===== src/rtl/enc_pkg.sv =====
// Shared definitions for the quadrature position counter and its downstream speed meter.
package enc_pkg;

    localparam int          ENC_CNT_W  = 16;
    localparam logic [15:0] CNT_CENTRE = 16'h8000;

    typedef enum logic [1:0] {
        IDLE  = 2'd0,
        PRIME = 2'd1,
        RUN   = 2'd2
    } enc_state_t;

endpackage


===== src/rtl/enc_period_tick.sv =====
// Free-running window counter 0..PERIOD_CYC-1 with synchronous clear and a tick on the last count.
module enc_period_tick #(
    parameter int PERIOD_CYC = 50000
) (
    input  logic clk,
    input  logic rst,
    input  logic clr,
    output logic tick
);

    localparam int PW = $clog2(PERIOD_CYC);

    logic [PW-1:0] cnt_r;

    assign tick = (cnt_r == PW'(PERIOD_CYC - 1));

    // Window counter; wraps to zero on the tick cycle.
    always_ff @(posedge clk) begin
        if (rst || clr) begin
            cnt_r <= '0;
        end else if (tick) begin
            cnt_r <= '0;
        end else begin
            cnt_r <= cnt_r + PW'(1);
        end
    end

endmodule


===== src/rtl/enc_speed_meter.sv =====
// Moving-average speed meter: samples the position count once per window and averages the deltas.
module enc_speed_meter
    import enc_pkg::*;
#(
    parameter int CNT_W      = ENC_CNT_W,
    parameter int PERIOD_CYC = 50000,
    parameter int AVG_LOG2   = 2,
    parameter int STOP_WIN   = 8
) (
    input  logic             clk,
    input  logic             rst,
    input  logic             en,
    input  logic             cnt_rst,
    input  logic [CNT_W-1:0] D_in,
    output logic [CNT_W-1:0] speed,
    output logic             speed_vld,
    output logic             dir,
    output logic             stopped
);

    localparam int DEPTH = 1 << AVG_LOG2;
    localparam int PW    = (AVG_LOG2 > 0) ? AVG_LOG2 : 1;
    localparam int SW    = CNT_W + AVG_LOG2;
    localparam int FW    = $clog2(DEPTH + 1);
    localparam int ZW    = $clog2(STOP_WIN + 1);

    enc_state_t               state_r;
    logic [CNT_W-1:0]         prev_r;
    logic [CNT_W-1:0]         ring_r [DEPTH];
    logic [PW-1:0]            wp_r;
    logic signed [SW-1:0]     sum_r;
    logic [FW-1:0]            fill_r;
    logic [ZW-1:0]            zrun_r;
    logic [CNT_W-1:0]         speed_r;
    logic                     speed_vld_r;
    logic                     dir_r;
    logic                     stopped_r;

    logic                     tick_s;
    logic                     clr_s;
    logic [CNT_W-1:0]         delta_s;
    logic [CNT_W-1:0]         oldest_s;
    logic signed [SW-1:0]     sum_next_s;
    logic [FW-1:0]            fill_next_s;
    logic [ZW-1:0]            zrun_next_s;
    logic [PW-1:0]            wp_next_s;
    logic                     full_s;
    logic [CNT_W-1:0]         speed_next_s;

    assign clr_s = (state_r == IDLE) || !en || cnt_rst;

    enc_period_tick #(.PERIOD_CYC(PERIOD_CYC)) u_tick (
        .clk  (clk),
        .rst  (rst),
        .clr  (clr_s),
        .tick (tick_s)
    );

    // Next-window arithmetic: wrapped delta, running sum, fill and zero-run bookkeeping.
    always_comb begin
        delta_s      = D_in - prev_r;
        oldest_s     = ring_r[wp_r];
        sum_next_s   = sum_r + SW'($signed(delta_s)) - SW'($signed(oldest_s));
        speed_next_s = CNT_W'(sum_next_s >>> AVG_LOG2);
        if (fill_r == FW'(DEPTH)) begin
            fill_next_s = fill_r;
        end else begin
            fill_next_s = fill_r + FW'(1);
        end
        full_s = (fill_next_s == FW'(DEPTH));
        if (wp_r == PW'(DEPTH - 1)) begin
            wp_next_s = '0;
        end else begin
            wp_next_s = wp_r + PW'(1);
        end
        if (delta_s != '0) begin
            zrun_next_s = '0;
        end else if (zrun_r == ZW'(STOP_WIN)) begin
            zrun_next_s = zrun_r;
        end else begin
            zrun_next_s = zrun_r + ZW'(1);
        end
    end

    // Measurement FSM and registered outputs; a counter reset restarts the average but keeps the outputs.
    always_ff @(posedge clk) begin
        if (rst || !en) begin
            state_r     <= IDLE;
            prev_r      <= '0;
            for (int i = 0; i < DEPTH; i++) ring_r[i] <= '0;
            wp_r        <= '0;
            sum_r       <= '0;
            fill_r      <= '0;
            zrun_r      <= '0;
            speed_r     <= '0;
            speed_vld_r <= 1'b0;
            stopped_r   <= 1'b0;
            dir_r       <= rst ? 1'b1 : dir_r;
        end else begin
            speed_vld_r <= 1'b0;
            case (state_r)
                IDLE: begin
                    state_r <= PRIME;
                end
                PRIME, RUN: begin
                    if (cnt_rst) begin
                        state_r <= PRIME;
                        for (int i = 0; i < DEPTH; i++) ring_r[i] <= '0;
                        wp_r    <= '0;
                        sum_r   <= '0;
                        fill_r  <= '0;
                        zrun_r  <= '0;
                    end else if (tick_s) begin
                        prev_r  <= D_in;
                        state_r <= RUN;
                        if (state_r == RUN) begin
                            ring_r[wp_r] <= delta_s;
                            wp_r         <= wp_next_s;
                            sum_r        <= sum_next_s;
                            fill_r       <= fill_next_s;
                            zrun_r       <= zrun_next_s;
                            if (full_s) begin
                                speed_r     <= speed_next_s;
                                speed_vld_r <= 1'b1;
                                stopped_r   <= (zrun_next_s == ZW'(STOP_WIN));
                                if (speed_next_s != '0) begin
                                    dir_r <= ~speed_next_s[CNT_W-1];
                                end
                            end
                        end
                    end
                end
                default: begin
                    state_r <= IDLE;
                end
            endcase
        end
    end

    assign speed     = speed_r;
    assign speed_vld = speed_vld_r;
    assign dir       = dir_r;
    assign stopped   = stopped_r;

endmodule


===== config.mk =====
export PLATFORM = sky130hd
export DESIGN_NAME = enc_speed_meter
export DESIGN_NICKNAME = d
export VERILOG_FILES = /design/src/rtl/enc_pkg.sv /design/src/rtl/enc_period_tick.sv /design/src/rtl/enc_speed_meter.sv
export SDC_FILE = /design/constraint.sdc
export NUM_CORES = 1
export LEC_CHECK = 0
export ABC_AREA = 1
export CAP_MARGIN = 20
export CORE_MARGIN = 3
export CORE_UTILIZATION = 60
export CTS_BUF_LIST = sky130_fd_sc_hd__clkbuf_8
export DETAILED_ROUTE_END_ITERATION = 8
export PLACE_DENSITY = 0.83
export SYNTH_ARGS = -nofsm -noshare
export SYNTH_HDL_FRONTEND = slang
export SYNTH_SLANG_ARGS = --single-unit

===== constraint.sdc =====
create_clock -name clk -period 8.77 [get_ports clk]
set_clock_uncertainty 0.05 [all_clocks]
set_input_delay 1.754 -clock clk [delete_from_list [all_inputs] [get_ports clk]]
set_output_delay 1.754 -clock clk [all_outputs]
set_load 0.01 [all_outputs]

# == After elaboration in Yosys (flattened, before gate mapping) ==
# Memory sizes are Yosys's and may differ from the RTL's. A register that Yosys moved wholly into a read port is not among the register bits.
# Index checks and enable logic that the tools add are counted.
# word_totals
ff_bits,80
ram_bits,64
inputBits,20
out_inout_bits,19
wordCells,111
mem_count,1
# memory_table
memory,words,word_bits,read_ports,rd_clocked_by_memory_dff,wr,line,rtl
ring_r,4,16,1,1,4,enc_speed_meter.sv:29,logic [CNT_W-1:0] ring_r [DEPTH];
# classes
n_addsub,7
n_eq_ne,11
n_mux,49
bitwise,9
n_reduce_logical,23
# ops
operator,n
2-to-1 mux 16 bit,5
2-to-1 mux 18 bit,3
nonzero test 16 bit,2
2-to-1 mux 1 bit,22
2-to-1 mux 4 bit,5
adder 18 x 16 -> 18 bit,1
2-to-1 mux 2 bit,9
subtractor 18 x 16 -> 18 bit,1
adder 16 x 1 -> 16 bit (second input constant),1
equality test 16 bit (second input constant),1
OR reduction 16 bit,1
subtractor 16 bit,1
nonzero test 2 bit,7
2-to-1 mux 3 bit,4
equality test 4 bit (second input constant),2
AND reduction 7 bit,1
equality test 3 bit (second input constant),2
AND reduction 3 bit,2
NOT 1 bit,5
AND reduction 5 bit,1
OR reduction 5 bit,1
adder 4 x 1 -> 4 bit (second input constant),1
equality test 2 bit (second input constant),2
logical OR 1 bit,4
11 further kinds,15

# == Logic depth before layout (Yosys ltp) ==
# logic_depth
word_depth,11
mapped_depth,28
depth_no_buf,28

# == By module ==
# From an unflattened synthesis, not the netlist that was laid out.
# unflattened
hier_cells,1125
hier_area_um2,8688.3
# modules_own_cells
module,instances,cells_per_inst,area_per_inst_um2,seq_area_each_um2
enc_speed_meter,1,996,7831.3,3253.1
enc_period_tick,1,129,857.1,320.3

# == Worst setup path after synthesis ==
# OpenSTA, ideal clock, no wires.
# synth_path
kind,input -> register
startpoint,input port D_in[0]
endpoint,register dir_r (netlist: dir) (enable)
setup_ns,0.291
arrival_ns,4.801
setup_slack_ns,3.628
cell_stages,24
path_cell_list,inv_1 ha_1 fa_1 inv_1 nand3_1 nand3_2 nand2_1 nand3b_1 nand2_2 fa_1 inv_1 ha_1 a21o_1 a21oi_1 nand3_1 nand4_1 nand2_1 nand2_1 nand4_1 nand2_1 inv_1 nand3_1 nand2_1 nand2_1
# synth_via
elab_chain_cells,6
# synth_lines
item,line,rtl
"start, declared",enc_speed_meter.sv:14,"input logic [CNT_W-1:0] D_in,"
subtractor 16 bit,enc_speed_meter.sv:61,delta_s = D_in - prev_r;
adder 18 x 16 -> 18 bit,enc_speed_meter.sv:63,sum_next_s = sum_r + SW'($signed(delta_s)) - SW'($signed(oldest_s));
subtractor 18 x 16 -> 18 bit,enc_speed_meter.sv:63,
nonzero test 16 bit,enc_speed_meter.sv:126,if (speed_next_s != '0) begin
nonzero test 2 bit (no source line),-,
AND reduction 7 bit (no source line),-,
"end signal, assigned",enc_speed_meter.sv:98,dir_r <= rst ? 1'b1 : dir_r;
"end signal, assigned",enc_speed_meter.sv:127,dir_r <= ~speed_next_s[CNT_W-1];
"end, declared",enc_speed_meter.sv:36,logic dir_r;
# Every way passes these cells.
# A chain may end at the register's enable or synchronous reset.

# == Worst setup path in the final report ==
# Same ends and word-level chain as after synthesis.

==> results.json <==
{
  "outcome": "complete, no violations",
  "nFillCells": 1166,
  "drc": 0,
  "dieWidth_microns": 126,
  "hold_violations": 0,
  "endpoint": "dir",
  "clk_path_buf_depth": 2,
  "ys_types": 47,
  "startpoint_type": "primary input",
  "final_max_slew_viol_count": 0,
  "hold_class": "reg2reg",
  "initial_core_util_pct": 61.9,
  "most-common-layout-cells": "nand2_1 (197), inv_1 (179), nor2_1 (149)",
  "tns_ps": 0,
  "grt_pass1_wl_microns": 31900,
  "syn_area_sq_um": 8660,
  "crit_fanout": 7,
  "r2r_slack_ps": 4430,
  "power.internal_mw": 1.10,
  "critPathMostFrequentCell": "nand2_1",
  "area_growth_pct": 10.0,
  "gp_congestion": 0.877,
  "setup_viol": 0,
  "path_class": "in2reg",
  "pre_cts_ws_ps": 2700,
  "n_antenna_cell": 0,
  "critPathSlowestCell": "fa_1",
  "synth_edf_count": 65,
  "h-tree-depth": 4,
  "fp.dieH_microns": 126,
  "synth_top_cell_by_area": "edfxtp_1",
  "ios": 39,
  "cts_hold_buf": 0,
  "crit_family": "simple AND/OR/NAND/NOR gates",
  "synthTopCellsByArea": "edfxtp_1 (23%), dfxtp_1 (19%), nand2_1 (8.5%)",
  "track_usage_pct": 25.2,
  "swShare_pct": 30.2,
  "power.net_switching_mw": 0.476,
  "postCtsSetupBuffers": 0,
  "avgViaCountPerCell": 5.48,
  "slowest_delay_ps": 540,
  "cts.sinks": 146,
  "power_density_nw_per_um2": 165,
  "grt_pass1_vias": 6806,
  "reg2reg_to": "dir",
  "drt-pass1-iter-count": 5,
  "synth_top_area_share_pct": 22.5,
  "p_leak_nw": 4.24,
  "ys.flop_type": "dfxtp_1",
  "antenna_found_initial": 0,
  "core_area_sq_um": 14000,
  "fin_crit_sh_pct": 64.4,
  "fin_nets": 1194,
  "cts_made_buffers": 17,
  "drt-total-wl_microns": 19900,
  "ys_seq_elements": 146,
  "portBuffers": 38,
  "power_frac_comb_pct": 20.0,
  "power_frac_seq_pct": 46.1,
  "rsz0062_at_grt": "false",
  "cts_tree": "yes",
  "syn_nets": 1160,
  "ff2ff_path_depth": 19,
  "async_flop_share_pct": 0,
  "die_area_sq_um": 15900,
  "hpwl_microns": 13800,
  "crit_arrival_ps": 5780,
  "cts-root-buf": "clkbuf_8",
  "routedWlPerCell_microns": 15.3,
  "ys_seq_area_share_pct": 41.3,
  "grt_max_degree": 34,
  "fin_hold_ws_ps": 420,
  "syn_area_per_cell_sq_um": 8.05,
  "clock.fmax_ghz": 0.177,
  "std_cell_rows": 43,
  "drive_gt1_share_pct": 7.58,
  "tightest_slew_ps": 976,
  "crit_start": "D_in[0]",
  "pwr-share-clk_pct": 33.9,
  "cts_resized": 0,
  "cp.depth": 27,
  "finalCriticalPeriod_ps": 5650,
  "fin_ws_ps": 3120,
  "clkLatencyLatePin_ps": 450,
  "critPathBufInv": 5,
  "ys_warn_count": 0,
  "maxCapViolations": 0,
  "final_common_cell": "nand2_1",
  "drt_iter0_drc": 781,
  "clk_pin_slew_ps": 80,
  "detail-route-antenna-nets": 0,
  "overflow": 0,
  "endpoint_kind": "flop",
  "syn_inst": 1076,
  "dr_total_vias": 7134,
  "ir_worst_vdd_mv": 0.118,
  "required_ps": 8900,
  "slew_headroom_pct": 34.8
}
==> synth_stat cells (all sizes together) (2+ instances only) <==
| cell type | count |
|---|---|
| nor2 | 172 |
| nand2 | 212 |
| fa | 18 |
| xnor2 | 12 |
| clkinv | 2 |
| ha | 46 |
| a211oi | 14 |
| dfxtp | 81 |
| and2 | 4 |
| nor4 | 3 |
| clkbuf | 14 |
| nor3b | 2 |
| o21bai | 5 |
| nand3b | 2 |
| o21ai | 61 |
| a32o | 2 |
| o22ai | 29 |
| a21oi | 50 |
| xor2 | 11 |
| nor3 | 9 |
| inv | 179 |
| edfxtp | 65 |
| a31oi | 2 |
| o21a | 2 |
| nand4 | 18 |
| nand3 | 42 |
| buf | 12 |
==> area by class of cell <==
| class | count | area, sq um | share of cell area (%) |
|---|---|---|---|
| clock inverters | 14 | 151 | 1.59 |
| inverters | 181 | 681 | 7.14 |
| well taps | 180 | 225 | 2.36 |
| repair buffers | 41 | 403 | 4.23 |
| flip-flops and latches | 146 | 3570 | 37.5 |
| clock buffers | 17 | 234 | 2.46 |
| multi-input cells | 723 | 4260 | 44.7 |
==> worst min-delay path: stages, from the launching register on <==
cell,delay [ps]
dfxtp_1,300
inv_1,60
a211oi_1,70
==> per-stage QoR <==
step,power (mW),utilization [%],cells,instance area (sq um)
2_1_floorplan,0.969,-,1076,8660
3_3_place_gp,1.05,65.4,1271,9140
3_5_place_dp,1.05,65.4,1271,9140
4_1_cts,1.58,68.1,1302,9530
5_1_grt,1.65,68.1,1302,9530
6_report,1.58,68.1,1302,9530
==> power by group through the flow <==
stage | logic, mW | clock network, mW | registers, mW
after global routing | 0.353 | 0.564 | 0.728
after global placement | 0.304 | 0 | 0.742
after floorplan | 0.228 | 0 | 0.741
after detailed placement | 0.309 | 0 | 0.743
final | 0.316 | 0.534 | 0.727
after CTS | 0.312 | 0.538 | 0.727
==> worst min path at each step <==
| stage | depth (start not counted) | from | slack [ps] | end |
|---|---|---|---|---|
| 6_report | 2 | prev_r[6] | 420 | prev_r[6] |
| 5_1_grt | 2 | prev_r[5] | 430 | prev_r[5] |
| 4_1_cts | 1 | u_tick.cnt_r[0] | 420 | u_tick.cnt_r[0] |
| 3_5_place_dp | 1 | u_tick.cnt_r[0] | 400 | u_tick.cnt_r[0] |
| 3_3_place_gp | 1 | u_tick.cnt_r[0] | 380 | u_tick.cnt_r[0] |
| 2_1_floorplan | 1 | u_tick.cnt_r[0] | 370 | u_tick.cnt_r[0] |
==> state kept, by name (all words and copies together) (netlist names), named ones only <==
| name | count |
|---|---|
| wp_r | 2 |
| speed_vld | 1 |
| sum_r | 18 |
| prev_r | 16 |
| speed | 16 |
| fill_r | 3 |
| zrun_r | 4 |
| dir | 1 |
| state_r | 2 |
| ring_r | 64 |
| u_tick.cnt_r | 16 |
| stopped | 1 |
==> per-layer routing <==
metal / track usage [%] / share of wire (%) / vias up / wire (microns)
li1: - / - / 3548 / -
met3: 3.82 / 5.7 / 41 / 1130
met5: 0 / 0 / - / 0
met1: 31.9 / 42 / 3287 / 8440
met2: 42.8 / 49 / 258 / 9770
met4: 10.9 / 2.7 / 0 / 533
==> kinds of logic (layout without fill, tap and decap cells) <==
kind of cell / Yosys count / after routing / share of synthesized area [%]
adder cells (fa/ha/maj): 64 / 64 / 10.8
buffers and inverters: 207 / 253 / 9.54
XOR/XNOR: 23 / 23 / 2.76
AO/OA/AOI/OAI: 170 / 170 / 11.2
flip-flops: 146 / 146 / 41.3
AND/OR/NAND/NOR: 466 / 466 / 24.4
Power figures use the tool's default switching activity.
==> patch 1: new RTL, same flow settings <==
Set the parameter `AVG_LOG2` to 3 (it was 2).
--- a/src/rtl/enc_speed_meter.sv
+++ b/src/rtl/enc_speed_meter.sv
@@ -4,7 +4,7 @@
 #(
     parameter int CNT_W      = ENC_CNT_W,
     parameter int PERIOD_CYC = 50000,
-    parameter int AVG_LOG2   = 2,
+    parameter int AVG_LOG2   = 3,
     parameter int STOP_WIN   = 8
 ) (
     input  logic             clk,
Behaviour: same outputs for any inputs over 10 cycles, from zero or initial values; that may be too few to reach the edited logic, so the function may still have changed.
==> patch 1 against the original RTL <==
  * Worst hold slack lost 27 ps
  * Clock power grew 59%
  * Synthesized area rose by 37%
  * Final area is 36% higher
  * Setup slack lost 240 ps
  * Critical path type unchanged
  * Sequential cell count rose by 68
  * Register-to-register slack worse by 990 ps
  * Highest routed layer unchanged
  * First-iteration DRC count up 12%
  * Routed wire length rose by 46%
  * Power rose by 46%
==> patch 1: results (changes against the original RTL) <==
stage,metric,value,unit,change
timing,Worst-Margin Slew,927,ps,-49.7 ps
clock_tree,Clock transition at path regs,60,ps,-20 ps
power,Comb. pwr,350,uW,+11%
final_layout,count of multi-input gates,971,,+34%
run_status,outcome,"finished, final reports clean",,
global_routing,GRT Total Usage,26.9,%,+1.7 points
die,row count,50,,+16%
final_layout,clock buffer count in the final layout,39,,+22
critical_path,crit path launch,D_in[3],,
clock_tree,H-tree depth,2,,-2
min_path,worst hold stages,1,,-1
critical_path,CP max FO,10,,+3
critical_path,crit path DAT,6150,ps,+370 ps
timing,Final min period,5890,ps,+235 ps
synth,post-synthesis cell type count,50,,+6.4%
clock_tree,CTS Buf Count,37,,+20
drt,Post-Route WL,29100,um,+46%
synth,"top cells by count, synth","nor2_1, nand2_1, inv_1",,
power,"IR drop worst, VDD",111,uV,-5.9%
power,P_leak,0.00564,uW,+33%
final_layout,share of cells above drive strength 1,7.97,%,+0.39 points
final_layout,Top Registers,"ring_r x128, sum_r x19",,
drt,Pre-antenna DRT Iters,6,,+1
global_routing,vias in the first global route,9390,,+38%
synth,cell count after synthesis,1429,,+33%
global_routing,first-pass GRT wire length,46500,um,+46%
synth,"EDFF count, synth",129,,+98%
placement,Placement Setup Slack,2400,ps,-295 ps
critical_path,worst r2r path cells,23,,+4
final_layout,Filler Cell Count,1549,,+33%
final_layout,Seq/total area,42.9,%,+5.4 points
synth,Synth Net Count,1513,,+30%
final_layout,Data buffer area share,3.54,%,-0.69 points
synth,sequential element share of the synthesized area,47.1,%,+5.8 points
final_layout,Inverters,187,,+3.3%
drt,drt via density,5.64,,+2.9%
drt,drt first-iter violations,872,,+12%
global_routing,pin count of the biggest net entering global routing,66,,+94%
placement,hpwl dp,19300,um,+40%
critical_path,flop-to-flop setup slack,3440,ps,-990 ps
placement,gpl congestion,0.926,,+5.6%
placement,Placed Cells,1677,,+32%
drt,wire per inst,16.7,um,+9.4%
synth,"top cells by area, synth","edfxtp_1, dfxtp_1, nor2_1",,
clock_tree,worst skew pair latency,560,ps,+110 ps
min_path,HP Start,u_tick.cnt_r[0],,
synth,Seq cells post-synth,214,,+47%
## patch 1: changes by cell type in the layout (fill, tap and decap cells not counted), sizes merged, moves of 5 or more
cell | unedited run | this run
o21ai | 61 | 121
xor2 | 11 | 18
nor2 | 172 | 322
nor3 | 9 | 26
buf | 3 | 8
xnor2 | 12 | 4
clkbuf | 17 | 39
a31oi | 2 | 14
inv | 185 | 196
edfxtp | 65 | 129
a211oi | 14 | 2
clkinv | 6 | 13
nand3 | 42 | 54
## patch 1: per-stage QoR
stage / util [%] / power (uW) / hold WS [ps]
after global routing: 68.3 / 2390 / 433
after detailed placement: 64.7 / 1460 / 385
final: 68.3 / 2300 / 392
after CTS: 68.2 / 2300 / 398
after floorplan: - / 1370 / 368
after global placement: 64.7 / 1460 / 380
## patch 1: worst max-delay path, stage by stage
cell	delay, ps
clkdlybuf4s50_1	430
ha_1	490
nand2_2	120
nor2_1	130
nand2_1	90
nand3_2	120
nand2_1	80
nand3_1	90
and2_1	570
fa_1	540
inv_1	70
ha_1	290
a21oi_1	300
o21a_1	150
nand2_1	80
a21oi_1	180
xor2_1	330
nand3_1	110
o21ai_0	160
nand2_1	80
## patch 1: cell families (layout without fill, tap and decap cells)
group,count (synthesis),in the layout,share of synthesized area (%)
xor+xnor,22,22,1.79
fa+ha+maj,64,64,7.97
flops,214,214,47.1
simple gates,652,652,23.9
compound gates,233,233,10.7
buf+inv,244,296,8.54
## patch 1: routing by layer
| layer | track usage (%) | up-vias | routed length [um] |
|---|---|---|---|
| met3 | 4.59 | 83 | 2370 |
| met1 | 35.0 | 4547 | 11900 |
| met2 | 44.8 | 437 | 13700 |
| met4 | 11.1 | 0 | 1140 |
| met5 | 0 | - | 0 |
| li1 | - | 4746 | - |
==> patch 2: new RTL, same settings <==
Without the edit above. Re-encode `enc_state_t` (3 states) as one-hot, 3 bits wide.
--- a/src/rtl/enc_pkg.sv
+++ b/src/rtl/enc_pkg.sv
@@ -4,10 +4,10 @@
     localparam int          ENC_CNT_W  = 16;
     localparam logic [15:0] CNT_CENTRE = 16'h8000;
 
-    typedef enum logic [1:0] {
-        IDLE  = 2'd0,
-        PRIME = 2'd1,
-        RUN   = 2'd2
+    typedef enum logic [2:0] {
+        IDLE  = 3'b001,
+        PRIME = 3'b010,
+        RUN   = 3'b100
     } enc_state_t;
 
 endpackage
Formal check against the unedited RTL: no difference found for any inputs over 10 cycles, from zero or initial values; not proved beyond that.
==> patch 2 against the original RTL <==
  * Sequential cell count is 1 higher
  * Sequential share of layout area rose by 0.41 points
  * Setup slack better by 1.9 ps
  * Final area is 0.54% lower
  * Via count up 2.4%
  * Power down 1.9%
  * Routed wire length rose by 1.9%
  * Synthesized area down 0.53%
  * Non-clock buffer count up 3
  * Largest power group unchanged
  * Highest routed layer unchanged
==> patch 2: results (changes against the original RTL) <==
stage,metric,value,unit,change
global_routing,pin count of the biggest net entering global routing,43,,+26%
synth,"top cells by area, synth","edfxtp_1, dfxtp_1, nand2_1",,
flow_run,max cap viols,0,,unchanged
critical_path,worst stage delay on the critical path,520,ps,-20 ps
global_routing,vias in the first global route,6977,,+2.5%
final_layout,final net count,1188,,-0.50%
clock_tree,H-tree depth,4,,unchanged
clock_tree,Post-CTS Resized,0,,unchanged
power,P_leak,0.00415,uW,-2.2%
critical_path,crit path DAT,5790,ps,about the same
placement,dpl cell area,0.00909,mm2,-0.60%
synth,cell count after synthesis,1075,,-0.093%
placement,hpwl dp,14000,um,+0.96%
placement,Placed Cells,1268,,-0.24%
drt,Post-Route WL,20300,um,+1.9%
run_status,outcome,"finished, final reports clean",,
placement,Placement Setup Slack,2710,ps,+14.4 ps
clock_tree,clock root cell,clkbuf_8,,
clock_tree,worst skew pair latency,470,ps,+20 ps
synth,post-synthesis cell type count,48,,+2.1%
synth,Main synth FF type,dfxtp_1,,
synth,sequential element share of the synthesized area,41.7,%,+0.45 points
placement,I/O Buffers,38,,unchanged
synth,"top cells by count, synth","nand2_1, inv_1, nor2_1",,
drt,vias,7307,,+2.4%
final_layout,ANT cells,0,,unchanged
global_routing,GRT Total Usage,26.4,%,+1.2 points
clock_tree,setup bufs post-CTS,0,,unchanged
timing,worst rel slew slack,35.3,%,+0.47 points
clock_tree,Clock Path Buffers,2,,unchanged
drt,drt via density,5.62,,+2.6%
placement,gpl congestion,0.944,,+7.7%
drt,Pre-antenna DRT Iters,5,,unchanged
final_layout,share of cells above drive strength 1,7.59,%,+0.014 points
global_routing,first-pass GRT wire length,33600,um,+5.2%
final_layout,Top Registers,"ring_r x64, sum_r x18",,
timing,Tcrit/Tclk final,64.4,%,about the same
power,"IR drop worst, VDD",73.6,uV,-38%
drt,drt first-iter violations,714,,-8.6%
synth,"EDFF count, synth",65,,unchanged
critical_path,"CP delay by family, top",simple AND/OR/NAND/NOR gates,,
final_layout,Filler Cell Count,1171,,+0.43%
## patch 2: cell types whose count changed after synthesis, moves of 12 or more
cell,before,now
inv_1,174,153
nand2_1,197,185
nand3_1,38,65
nand4_1,18,5
nor3_1,7,40
o22ai_1,29,12
o32ai_1,0,14
## patch 2: power breakdown
part	leakage (uW)	switching (uW)	internal [uW]	total (uW)
Sequential	0.00138	3.89	726	730
Clock	0.000214	250	266	517
Combinational	0.00255	203	96.8	300
## patch 2: cells by family after synthesis
group                    count (synthesis)  synth area share, %
AO/OA/AOI/OAI                          155                 11.1
XOR/XNOR                                19                 1.93
adder cells (fa/ha/maj)                 60                 10.3
buffers and inverters                  192                 9.02
flip-flops                             147                 41.7
AND/OR/NAND/NOR                        502                 26.0
## patch 2: area by class of cell
cell class                      instances  area (um2)  share of cell area (%)
Multi-Input combinational cell        736        4240                    44.8
Sequential cell                       147        3590                    37.9
Inverter                              162         608                    6.42
Timing Repair Buffer                   44         433                    4.57
Clock buffer                           20         275                    2.90
Tap cell                              180         225                    2.38
Clock inverter                         11        98.8                    1.04
## patch 2: worst register-to-register path: cells and delay by family, from the launching register on
kind | cells | cell delay (ps)
adder cells (fa/ha/maj) | 2 | 860
AND/OR/NAND/NOR | 7 | 700
buffers and inverters | 1 | 690
flip-flops | 1 | 680
XOR/XNOR | 1 | 320
AO/OA/AOI/OAI | 4 | 1020
## patch 2: worst paths after layout
check,startpoint,end,slack [ps],cells after the start
hold / removal,u_tick.cnt_r[0],u_tick.cnt_r[0],400,1
hold reg to reg,u_tick.cnt_r[0],u_tick.cnt_r[0],400,1
setup reg to reg,flip-flop,dir,4230,15
setup / recovery,D_in[0],dir,3120,27
## patch 2: routing by layer
metal	wire length, um	GRT usage [%]
met1	8620	34.6
met5	0	0
met4	514	9.59
met2	9800	44.0
met3	1330	4.83
